$ cat src/rtl/fetch_controller.sv
// -----------------------------------------------------------------------------
// fetch_controller
//
// Purpose:
//   Instruction fetch front end. Keeps the fetch PC and issues one
//   instruction-memory request at a time. It holds the returned word in a
//   single-entry fetch buffer until decode takes it. A taken branch or jump
//   (redirect) moves the PC and flushes the buffer. It also discards the
//   response of any request that was in flight when the redirect arrived.
//
// Ports:
//   clk              single clock, rising-edge active
//   reset            asynchronous, active-high reset
//   imem_req         request valid towards instruction memory
//   imem_addr        word-aligned fetch address (valid with imem_req)
//   imem_gnt         memory accepts the request this cycle
//   imem_rvalid      memory returns read data this cycle
//   imem_rdata       returned instruction word
//   instr_valid      fetch buffer holds an instruction for decode
//   instr            buffered instruction word
//   instr_pc         address the buffered instruction came from
//   instr_ready      decode consumes the buffer this cycle
//   redirect         taken branch/jump from execute
//   redirect_target  new fetch address (low two bits ignored)
//   pc_out           current fetch PC
// -----------------------------------------------------------------------------
module fetch_controller #(
  parameter logic [31:0] RESET_PC = 32'h0000_0000
) (
  input  logic        clk,
  input  logic        reset,
  output logic        imem_req,
  output logic [31:0] imem_addr,
  input  logic        imem_gnt,
  input  logic        imem_rvalid,
  input  logic [31:0] imem_rdata,
  output logic        instr_valid,
  output logic [31:0] instr,
  output logic [31:0] instr_pc,
  input  logic        instr_ready,
  input  logic        redirect,
  input  logic [31:0] redirect_target,
  output logic [31:0] pc_out
);

  typedef enum logic [1:0] {
    S_IDLE = 2'd0,
    S_REQ  = 2'd1,
    S_WAIT = 2'd2,
    S_HOLD = 2'd3
  } state_t;

  state_t      r_state;
  logic [31:0] r_pc;
  logic        r_imem_req;
  logic        r_instr_valid;
  logic [31:0] r_instr;
  logic [31:0] r_instr_pc;
  // Set while a request that was overtaken by a redirect is still in flight.
  // Its response must be swallowed, and no new request may be issued before
  // that response arrives.
  logic        r_kill;

  // True when a granted request will still be awaiting its response after
  // this clock edge. A redirect in that situation has to arm the kill flag.
  logic        w_outstanding;
  logic [31:0] w_redirect_pc;
  logic [31:0] w_pc_inc;

  assign w_outstanding = (r_state == S_REQ && r_imem_req && imem_gnt) ||
                         ((r_state == S_WAIT || r_kill) && !imem_rvalid);
  assign w_redirect_pc = redirect_target & ~32'h0000_0003;
  // Wraps naturally from 32'hFFFF_FFFC to 32'h0000_0000.
  assign w_pc_inc      = r_pc + 32'd4;

  always_ff @(posedge clk or posedge reset) begin
    if (reset) begin
      r_state       <= S_IDLE;
      r_pc          <= RESET_PC;
      r_imem_req    <= 1'b0;
      r_instr_valid <= 1'b0;
      r_instr       <= 32'h0000_0000;
      r_instr_pc    <= 32'h0000_0000;
      r_kill        <= 1'b0;
    end else if (redirect) begin
      // Redirect wins over grant, response and consume in the same cycle.
      // The buffer is flushed and fetching restarts at the target. If a
      // request is still in flight, the new request is held back until the
      // stale response has been drained.
      r_state       <= S_REQ;
      r_pc          <= w_redirect_pc;
      r_instr_valid <= 1'b0;
      r_kill        <= w_outstanding;
      r_imem_req    <= !w_outstanding;
    end else begin
      case (r_state)
        S_IDLE: begin
          r_state    <= S_REQ;
          r_imem_req <= 1'b1;
        end

        S_REQ: begin
          if (r_kill) begin
            // Drain the response of the killed request, then start the
            // request for the redirected PC.
            if (imem_rvalid) begin
              r_kill     <= 1'b0;
              r_imem_req <= 1'b1;
            end
          end else if (imem_gnt) begin
            r_state    <= S_WAIT;
            r_imem_req <= 1'b0;
          end
        end

        S_WAIT: begin
          if (imem_rvalid) begin
            r_instr       <= imem_rdata;
            r_instr_pc    <= r_pc;
            r_instr_valid <= 1'b1;
            r_pc          <= w_pc_inc;
            r_state       <= S_HOLD;
          end
        end

        S_HOLD: begin
          if (instr_ready) begin
            r_instr_valid <= 1'b0;
            r_state       <= S_REQ;
            r_imem_req    <= 1'b1;
          end
        end

        default: begin
          r_state       <= S_IDLE;
          r_imem_req    <= 1'b0;
          r_instr_valid <= 1'b0;
          r_kill        <= 1'b0;
        end
      endcase
    end
  end

  assign imem_req    = r_imem_req;
  assign imem_addr   = r_pc;
  assign pc_out      = r_pc;
  assign instr_valid = r_instr_valid;
  assign instr       = r_instr;
  assign instr_pc    = r_instr_pc;

endmodule

$ cat config.mk
export PLATFORM = sky130hd
export DESIGN_NAME = fetch_controller
export DESIGN_NICKNAME = d
export VERILOG_FILES = /design/src/rtl/fetch_controller.sv
export SDC_FILE = /design/constraint.sdc
export NUM_CORES = 1
export LEC_CHECK = 0
export ABC_AREA = 1
export ABC_CLOCK_PERIOD_IN_PS = 4250
export BUFFER_PORTS_ARGS = -buffer_cell sky130_fd_sc_hd__buf_2
export CAP_MARGIN = 0
export CORE_ASPECT_RATIO = 1.25
export CORE_UTILIZATION = 30
export CTS_BUF_LIST = sky130_fd_sc_hd__clkbuf_4 sky130_fd_sc_hd__clkbuf_8 sky130_fd_sc_hd__clkbuf_16
export CTS_CLUSTER_DIAMETER = 30
export DETAILED_ROUTE_END_ITERATION = 6
export GPL_TIMING_DRIVEN = 0
export PLACE_DENSITY = 0.6
export SLEW_MARGIN = 25
export SYNTH_ARGS = -nofsm -noshare
export SYNTH_HDL_FRONTEND = slang
export SYNTH_SLANG_ARGS = --single-unit
$ cat constraint.sdc
create_clock -name clk -period 4.25 [get_ports clk]
set_input_delay 0.85 -clock clk [delete_from_list [all_inputs] [get_ports clk]]
set_output_delay 0.85 -clock clk [all_outputs]
set_load 0.01 [all_outputs]
# ---- After elaboration in Yosys (flattened, before gate mapping)
# Cells that the tools add are included.
dict set report word_totals {
  reg_bits 101
  in_bits 70
  output_inout_bits 130
  word_cells 58
}
dict set report classes {
  n_reduce_logical 18
  bitwise_logic 1
  n_addsub 1
  mux 22
  n_eq_ne 9
}
# operator n
set op_table {}
lappend op_table {{32-bit two-way mux} 3}
lappend op_table {{32-bit by 3-bit adder with 32-bit output (second input constant)} 1}
lappend op_table {{3-bit inequality test (second input constant)} 4}
lappend op_table {{1-bit two-way mux} 11}
lappend op_table {{2-bit two-way mux} 5}
lappend op_table {{4-bit inequality test (second input constant)} 2}
lappend op_table {{2-bit one-hot mux with 4 select lines} 1}
lappend op_table {{4-bit AND reduction} 2}
lappend op_table {{3-bit AND reduction} 2}
lappend op_table {{2-bit nonzero test} 3}
lappend op_table {{2-bit == test (second input constant)} 2}
lappend op_table {{4-bit nonzero test} 1}
lappend op_table {{1-bit logical AND} 3}
lappend op_table {{1-bit one-hot mux with 3 select lines} 1}
lappend op_table {{3-bit nonzero test} 1}
lappend op_table {{2-bit by 1-bit == test with 1-bit output (second input constant)} 1}
lappend op_table {{1-bit logical NOT} 2}
lappend op_table {{2-bit logical NOT} 1}
lappend op_table {{1-bit logical OR} 2}
lappend op_table {{1-bit one-hot mux with 2 select lines} 1}
lappend op_table {{2-bit AND reduction} 1}
lappend op_table {{1-bit NOT} 1}

# ---- Logic depth before layout (Yosys ltp)
dict set report depth {
  depth_word 6
  ltp_mapped 10
  depth_no_buf 10
}

# ---- Worst setup path after synthesis
# No wires, ideal clock.
dict set report synth_path {
  path_type {input port to flip-flop}
  startpoint {input port redirect}
  endpoint {register r_pc[5], in the netlist imem_addr[5]}
  t_required_ps 4163
  arrival_time_ps 1610
  cell_stages 7
  n_path_buf 2
  setup_slack_ps 2554
  setup_ps 87
  path_cell_list {inv_2 nand3_2 buf_2 buf_2 nor2_1 nand2_1 o211ai_1}
}
dict set report synth_between {
  elab_chain_len 2
  word_cells_on_any_way 4
  cone_classes {mux: 1; reduce/logical: 3}
}
# element line_no
set synth_rtl {}
lappend synth_rtl {{start: declaration} 41} ;# input logic redirect,
lappend synth_rtl {{2-bit nonzero test (no source line)} -}
lappend synth_rtl {{2-bit AND reduction (no source line)} -}
lappend synth_rtl {{end signal: assignment} 91} ;# r_pc <= w_redirect_pc;
lappend synth_rtl {{end signal: assignment} 121} ;# r_pc <= w_pc_inc;
lappend synth_rtl {{end: declaration} 54} ;# logic [31:0] r_pc;
# Several ways; a longest one is shown, not always the timed one.
# A chain may end at the register's enable or synchronous reset.

# ---- Final worst setup path
dict set report layout_path {
  startpoint {register r_pc[12], in the netlist imem_addr[12]}
  endpoint {output port pc_out[12]}
}
# element line_no
set layout_rtl {}
lappend layout_rtl {{end: declaration} 43} ;# output logic [31:0] pc_out
# No word-level cell between the ends.

==> qor.txt <==
Kind of path behind the tightest hold check -> in2async
Number of routed nets with antenna violations -> 0
Outcome -> completed
Total placed instance area -> 6330 µm²
CP startpoint kind -> register
DR pass1 iterations -> 5
Master of the slowest instance on the critical path -> sky130_fd_sc_hd__dfrtp_1
Number of buffers created by CTS -> 9
Post-cts sizing count -> 0
Number of failing hold endpoints at the final stage -> 0
Worst Skew -> 0.00624 ns
Routed len/inst -> 14.1 µm
Area enclosed by the die boundary -> 17400 µm²
Core region area -> 16300 µm²
Number of top-level pins -> 200
Remaining DRCs -> 0
Most common library cell in the layout ignoring fill and taps -> sky130_fd_sc_hd__nand2_1
Top library cells by usage in the layout, fill and taps aside -> sky130_fd_sc_hd__nand2_1 (275), sky130_fd_sc_hd__buf_2 (203), sky130_fd_sc_hd__dfrtp_1 (97)
Number of instances in the synthesized netlist -> 673
Total number of H-tree levels -> 3
Crit path largest cell delay -> 0.48 ns
Yosys synthesis warning count -> 0
DR vias/cell -> 4.47
Area of the mapped netlist -> 5060 µm²
DIE HEIGHT -> 147 µm
Largest net degree at the start of global routing -> 72
Residual overflow from global routing -> 0
RSZ-0062 raised after global routing -> false
Tmin final -> 1.98 ns
Synthesized flop and latch total -> 97
Worst slack at placement -> 2.00 ns
Worst Path Class, Setup -> reg2out
X dimension of the die -> 118 µm
Routability congestion estimate from global placement -> 0.824
Final worst path period share -> 46.5%
Buffers inserted during post-CTS setup optimization -> 0
TritonCTS clock tree -> built
Net count of the finished layout -> 956
Number of hold-repair buffers added at the cts stage -> 0
Data required time at the worst endpoint -> 3.40 ns
Proportion of layout cells with a drive suffix above 1 -> 31.4%
Remaining max-slew budget at the tightest pin -> 57.8%
Initial drt markers -> 218
Chain of cells forming the critical path -> buf_4 -> buf_2
Maxcap violations -> 0
Static power due to leakage -> 3.68 nW
Antenna cells -> 0
Peak supply drop -> 0.000245 V
Clock latency at the later pin of the worst-skew pair -> 0.35 ns
Number of global-route vias before repair -> 4557
Arrival time at the worst endpoint -> 1.13 ns
Top achievable clock speed -> 506 MHz
Estimated wirelength of the detail-placed design -> 11700 µm
Largest fanout on the critical path -> 6
CTS root buf -> sky130_fd_sc_hd__clkbuf_16
Via count -> 4923
Number of slew-limit violations in the final report -> 0
Seq/Total Area, Yosys -> 48.0%
Total clock sinks -> 97
Final setup margin -> 2.27 ns
Least-Margin Pin Slew -> 0.634 ns
Clock Tree Buf Depth -> 2
Distinct cells, synth -> 31
Syn Area/Cell -> 7.51 µm²
Capturing element type of the critical path -> output port
Area growth from synthesis to layout -> 31.5%
Power density normalized to cell area -> 572 nW/µm²
Starting utilization of the core area -> 31.0%
Wire length after detailed routing -> 15500 µm
Worst setup slack for register-to-register paths -> 2.36 ns
Final instance area -> 6650 µm²
Count of port buffers added during placement -> 191
Global-route wire length before repair -> 24600 µm
Antenna violations before repair -> 1
Clock-pin slew reported for the worst setup and hold paths after clock tree synthesis -> 0.07 ns
# setup viols final -> 0
Number of rows in the core area -> 52
Overall track demand over capacity in global routing -> 18.3%
## cells by family (layout without fill, tap and decap cells)
group,after synthesis,after routing,share of synthesized area (%)
DFF,97,97,48.0
buffers and inverters,104,312,10.8
xor gates and xnor gates,1,1,0.173
adders and majority gates,5,5,1.24
other,1,6,0.0741
AOI/OAI and AO/OA,59,59,7.03
and+or+nand+nor,406,406,32.7
## flip-flops by register name (all words and copies together), names as in the netlist
name         cells
instr           32
imem_addr       30
instr_pc        30
r_state          2
imem_req         1
instr_valid      1
r_kill           1
## metrics by stage
| step | std cells | hold WS [ns] | power (W) | setup TNS, ns | util [%] |
|---|---|---|---|---|---|
| after floorplan | 678 | 0.502 | 0.00232 | 0 | - |
| after global placement | 1085 | 0.458 | 0.00292 | -50.22 | 38.6 |
| after detailed placement | 1086 | 0.460 | 0.00295 | 0 | 38.8 |
| after CTS | 1102 | 0.454 | 0.00385 | 0 | 40.7 |
| after global routing | 1102 | 0.466 | 0.00408 | 0 | 40.7 |
| final | 1102 | 0.453 | 0.00380 | 0 | 40.7 |
## per-layer routing
| metal | track usage, % | wire [µm] | up-vias | share of wire [%] |
|---|---|---|---|---|
| li1 | - | - | 2470 | - |
| met1 | 22.9 | 6830 | 2283 | 44 |
| met2 | 31.3 | 7740 | 157 | 50 |
| met3 | 3.80 | 799 | 11 | 5.1 |
| met4 | 6.09 | 163 | 2 | 1.0 |
| met5 | 0 | 13 | - | 0.084 |
## cell usage after synthesis, drive strengths merged
cell type  number  area share [%]
xnor2           1            0.17
and2            2            0.25
o221ai          1            0.17
nor2           89             7.8
conb            1           0.074
nand3          34             3.5
buf            50             6.8
a21oi           5            0.72
dfrtp          97              48
clkinv          2            0.15
a22oi          11             1.6
clkbuf          9            0.67
ha              5             1.2
o211ai          2            0.30
nand2         277              21
o21ai          34             3.4
o21a            3            0.45
inv            43             3.2
o31ai           1            0.15
or2             3            0.37
nand4           1            0.12
a31oi           2            0.25
## area by class of cell
class	count	area [µm²]
Fill cell	1750	9680
Inverter	45	174
Sequential cell	97	2430
Clock buffer	10	233
Buffer	59	379
Tap cell	216	270
Timing Repair Buffer	192	983
Clock inverter	6	82.6
Multi-Input combinational cell	477	2100
## worst paths after layout
check	from	to	depth (start not counted)
max in group asynchronous	reset	imem_addr[25]	3
max reg2reg	r_state[0]	instr_pc[4]	6
min	reset	instr[11]	2
min in group clk	instr[28]	instr[28]	2
min reg2reg	instr[28]	instr[28]	2
max	imem_addr[12]	pc_out[12]	2
## worst max-delay path: cells and delay by family (launching register included)
kind     cells  cell delay, ns
buf+inv      2            0.29
flops        1            0.48
## report_power, final
part | switching, W | total (W) | internal, W | leakage, nW
clock network | 0.000362 | 0.000882 | 0.000520 | 0.156
registers | 0.000277 | 0.00155 | 0.00127 | 1.21
logic | 0.000766 | 0.00137 | 0.000607 | 2.32
total | 0.00141 | 0.00380 | 0.00240 | 3.68
Power figures use the tool's default switching activity.
